==> config.mk <==
export PLATFORM = sky130hd
export DESIGN_NAME = ram_port_arbiter
export DESIGN_NICKNAME = d
export VERILOG_FILES = /design/src/rtl/ram_port_arbiter.sv
export SDC_FILE = /design/constraint.sdc
export NUM_CORES = 1
export LEC_CHECK = 0
export CAP_MARGIN = 15
export CORE_ASPECT_RATIO = 0.8
export CORE_UTILIZATION = 37
export DETAILED_ROUTE_END_ITERATION = 7
export PLACE_DENSITY = 0.74
export SLEW_MARGIN = 5
export SYNTH_ARGS = -nofsm -noshare
export SYNTH_HDL_FRONTEND = slang
export SYNTH_SLANG_ARGS = --single-unit
==> constraint.sdc <==
create_clock -name clk -period 1.3 [get_ports clk]
set_clock_uncertainty 0.1 [all_clocks]
set_input_delay 0.195 -clock clk [delete_from_list [all_inputs] [get_ports clk]]
set_output_delay 0.195 -clock clk [all_outputs]
set_load 0.02 [all_outputs]
==> src/rtl/ram_port_arbiter.sv <==
// Two-requester arbiter/sequencer for a single-port synchronous RAM with
// registered read data. Commands are accepted in IDLE, driven onto the RAM
// port for one ISSUE cycle, and reads spend one RESP cycle collecting data
// before the owner's one-cycle response pulse.
module ram_port_arbiter #(
  parameter int ADDR_W     = 4,
  parameter int DATA_W     = 8,
  parameter int FIXED_PRIO = 0
) (
  input  logic              clk,
  input  logic              rst_n,
  input  logic              req0_valid,
  output logic              req0_ready,
  input  logic              req0_we,
  input  logic [ADDR_W-1:0] req0_addr,
  input  logic [DATA_W-1:0] req0_wdata,
  input  logic              req1_valid,
  output logic              req1_ready,
  input  logic              req1_we,
  input  logic [ADDR_W-1:0] req1_addr,
  input  logic [DATA_W-1:0] req1_wdata,
  output logic              rsp0_valid,
  output logic [DATA_W-1:0] rsp0_rdata,
  output logic              rsp1_valid,
  output logic [DATA_W-1:0] rsp1_rdata,
  output logic              ram_we,
  output logic [ADDR_W-1:0] ram_addr,
  output logic [DATA_W-1:0] ram_din,
  input  logic [DATA_W-1:0] ram_dout
);

  typedef enum logic [1:0] {
    IDLE  = 2'd0,
    ISSUE = 2'd1,
    RESP  = 2'd2
  } state_t;

  state_t            state;
  logic              rr_ptr;   // requester favoured on contention (round-robin)
  logic              owner;    // requester that issued the command in flight
  logic              cmd_we;   // latched direction of the command in flight
  logic              grant0;
  logic              grant1;
  logic              sel_we;
  logic [ADDR_W-1:0] sel_addr;
  logic [DATA_W-1:0] sel_wdata;

  // Grant is decided combinationally in IDLE only; held reset blocks any grant.
  always_comb begin
    grant0 = 1'b0;
    grant1 = 1'b0;
    if (rst_n && state == IDLE) begin
      if (req0_valid && req1_valid) begin
        if (FIXED_PRIO != 0 || !rr_ptr) grant0 = 1'b1;
        else                            grant1 = 1'b1;
      end else begin
        grant0 = req0_valid;
        grant1 = req1_valid;
      end
    end
  end

  assign req0_ready = grant0;
  assign req1_ready = grant1;

  // Fields of whichever requester wins this cycle.
  assign sel_we    = grant1 ? req1_we    : req0_we;
  assign sel_addr  = grant1 ? req1_addr  : req0_addr;
  assign sel_wdata = grant1 ? req1_wdata : req0_wdata;

  // Sequencer: latch command onto the RAM port, then collect read data.
  always_ff @(posedge clk or negedge rst_n) begin
    if (!rst_n) begin
      state      <= IDLE;
      rr_ptr     <= 1'b0;
      owner      <= 1'b0;
      cmd_we     <= 1'b0;
      ram_we     <= 1'b0;
      ram_addr   <= '0;
      ram_din    <= '0;
      rsp0_valid <= 1'b0;
      rsp1_valid <= 1'b0;
      rsp0_rdata <= '0;
      rsp1_rdata <= '0;
    end else begin
      rsp0_valid <= 1'b0;
      rsp1_valid <= 1'b0;
      case (state)
        IDLE: begin
          if (grant0 || grant1) begin
            owner    <= grant1;
            cmd_we   <= sel_we;
            ram_we   <= sel_we;
            ram_addr <= sel_addr;
            ram_din  <= sel_wdata;
            // Favour the requester that was not just served.
            if (FIXED_PRIO == 0) rr_ptr <= grant0;
            state <= ISSUE;
          end
        end
        ISSUE: begin
          ram_we <= 1'b0;
          state  <= cmd_we ? IDLE : RESP;
        end
        RESP: begin
          if (owner) begin
            rsp1_rdata <= ram_dout;
            rsp1_valid <= 1'b1;
          end else begin
            rsp0_rdata <= ram_dout;
            rsp0_valid <= 1'b1;
          end
          state <= IDLE;
        end
        default: state <= IDLE;
      endcase
    end
  end

endmodule
==> out/qor.yml <==
outcome:
  violations: "negative setup slack"
  status: "finished with violations"
finish:
  drive_above_1_share: 0.281
  final_area_um2: 2710
  layout_common_cells: "dfrtp_1 (36), clkdlybuf4s50_1 (35), clkdlybuf4s15_1 (25), mux2_2 (15), buf_6 (14)"
  final_common_cell: "dfrtp_1"
  fin_cells: 281
  nets: 262
  area_delta_synth_final_pct: 69.2
  fin_util: 0.649
  num_antenna_cells: 0
  filler_cell_count: 302
grt:
  antenna_found_initial: 0
  grt_max_degree: 37
  grt-busiest-layer: "met2"
  met1_usage: 0.260
  track_usage: 0.204
  met2_usage: 0.348
  grt_pass1_wl_um: 6840
  grt_pass1_vias: 1491
  met3_usage: 0.0498
  overflow: 0
yosys:
  yosysUniqueCellTypes: 25
  synth_cells: 134
  yosys_warnings: 0
  ys_seq_area_frac: 0.562
  async_flop_share: 1.00
  synth_edf_count: 0
  netlist_area_um2: 1600
  synthesis.nets: 172
  ys.flop_type: "dfrtp_1"
  synth-seq-cells: 36
  syn_avg_cell_area_um2: 12.0
place:
  hpwl_um: 3120
  placed_area_um2: 2450
  gp_congestion: 0.720
  place.port_buffers: 70
  dp.cells: 268
clocking:
  cts_inserted_buffers: 5
  root_buffer: "clkbuf_8"
  clock_path_buffers: 2
  clkSlewWorstSetupHoldPaths_ns: 0.07
  clock_sinks: 36
  cts_max_level: 2
  cts_tree: "yes"
  postCtsHoldBufs: 0
  clock_latency_ns: 0.28
floorplan:
  die_w_um: 75.6
  io_pins: 71
  rows: 21
  core_um2: 4180
  die_h_um: 60.9
  floorplan.die_area_um2: 4600
  initial_core_util: 0.384
power_and_ir_drop:
  peakVddDrop_mv: 0.880
  p_leak_nw: 1.14
  power_mw: 4.82
  power_density_nw_per_um2: 1780
timing:
  max_freq_mhz: 590
  grt_setup_unrepaired: "yes"
  hold_viol: 0
  setup_violations: 35
  finalCriticalPeriod_ns: 1.70
  slew_headroom: 0.696
  tightest_slew_ns: 0.456
  layout_setup_ws_ns: -0.396
  slew_viol_final: 0
  whs_ns: 0.291
  fin_crit_sh: 1.30
critical_path:
  crit_top_cell: "buf_6"
  end_kind: "primary output"
  crit_start: "state[1]"
  cp_data_required_time_ns: 1.00
  critPathSlowestCell: "dfrtp_1"
  cp_max_fo: 3
  worstSetupStartpointType: "register"
  cp_cell_sequence: "nor3b_4 -> buf_6 -> nand2_4 -> a21oi_4 -> buf_6"
  worstSetupPathType: "register to primary output"
  cp.arrival_ns: 1.40
  slowest_delay_ns: 0.41
  rr_startpoint: "state[0]"
drt:
  drt-total-wl_um: 4520
  firstDrtPassIters: 4
  drt_iter0_drc: 63
  drc_errors: 0
  wire_per_inst_um: 16.1
  vias: 1445
  ant_nets: 0
  via_per_inst: 5.14
run:
  drv_cap: 0
hold_path:
  min_path_type: "primary input to asynchronous set/reset pin"
-- what timing repair did --
action                                  in CTS  in global routing
resized for setup                           66                 39
endpoints found under the setup margin      66                 61
endpoints found under the hold margin        0                  0
buffers inserted                             3                  2
pin swaps                                    3                  4
cloned                                       2                  0
-- layer usage --
metal / routed length [µm] / share of wire / up-vias
li1: - / - / 673
met1: 1930 / 0.43 / 722
met2: 2300 / 0.51 / 44
met3: 223 / 0.049 / 6
met4: 63 / 0.014 / 0
met5: 0 / 0 / -
-- cells in the mapped netlist, types with 2 or more instances --
master | instances | area share
dfrtp_1 | 36 | 0.56
mux2_2 | 16 | 0.11
a21oi_1 | 15 | 0.047
a31oi_1 | 15 | 0.059
nand3b_1 | 13 | 0.061
o21ai_0 | 12 | 0.037
buf_6 | 4 | 0.028
buf_2 | 3 | 0.0094
clkbuf_1 | 2 | 0.0047
inv_1 | 2 | 0.0047
nor3b_2 | 2 | 0.016
-- report_power, final --
group	leakage, nW	switching, mW	internal (mW)
sequential	0.424	0.250	1.54
combinational	0.667	1.13	1.06
clock	0.0503	0.371	0.472
-- flip-flops by register name, indices dropped and copies added (netlist names) --
name,cells
rsp1_rdata,8
rsp0_rdata,8
ram_addr,4
owner,1
ram_we,1
state,2
rsp0_valid,1
ram_din,8
rr_ptr,1
rsp1_valid,1
cmd_we,1
-- cell families after synthesis --
kind of cell | synth area share
AO/OA/AOI/OAI | 0.155
flip-flops | 0.562
AND/OR/NAND/NOR | 0.112
multiplexers | 0.112
buffers and inverters | 0.0585
-- per-stage QoR --
step | TNS, ns | setup slack [ns]
final | -5.82 | -0.396
after CTS | -4.91 | -0.405
after global placement | -9.18 | -0.819
after floorplan | -0.782 | -0.189
after detailed placement | -10.62 | -0.838
after global routing | -7.84 | -0.471
-- area by class of cell --
cell class / instances / area, µm² / area share
timing repair buffer: 93 / 903 / 0.333
sequential: 36 / 901 / 0.332
multi-input combinational: 84 / 699 / 0.258
clock buffer: 7 / 96.3 / 0.0355
tap: 57 / 71.3 / 0.0263
inverter: 3 / 23.8 / 0.00877
timing repair inverter: 1 / 16.3 / 0.00600
-- worst max-delay path, delay by kind of cell (launching register included) --
family | cells | cell delay (ns)
AOI/OAI and AO/OA | 1 | 0.11
and+or+nand+nor | 2 | 0.32
buffers and inverters | 2 | 0.28
DFF | 1 | 0.41
-- path summary, 6_finish.rpt --
path	end	depth (start not counted)	slack (ns)
min in group clk	rr_ptr	3	0.30
max reg2reg	rsp0_rdata[6]	4	-0.27
min reg2reg	state[1]	1	0.33
min	state[0]	2	0.29
max in group asynchronous	ram_addr[0]	2	0.49
max	req0_ready	5	-0.40
(Power assumes the default switching activity.)
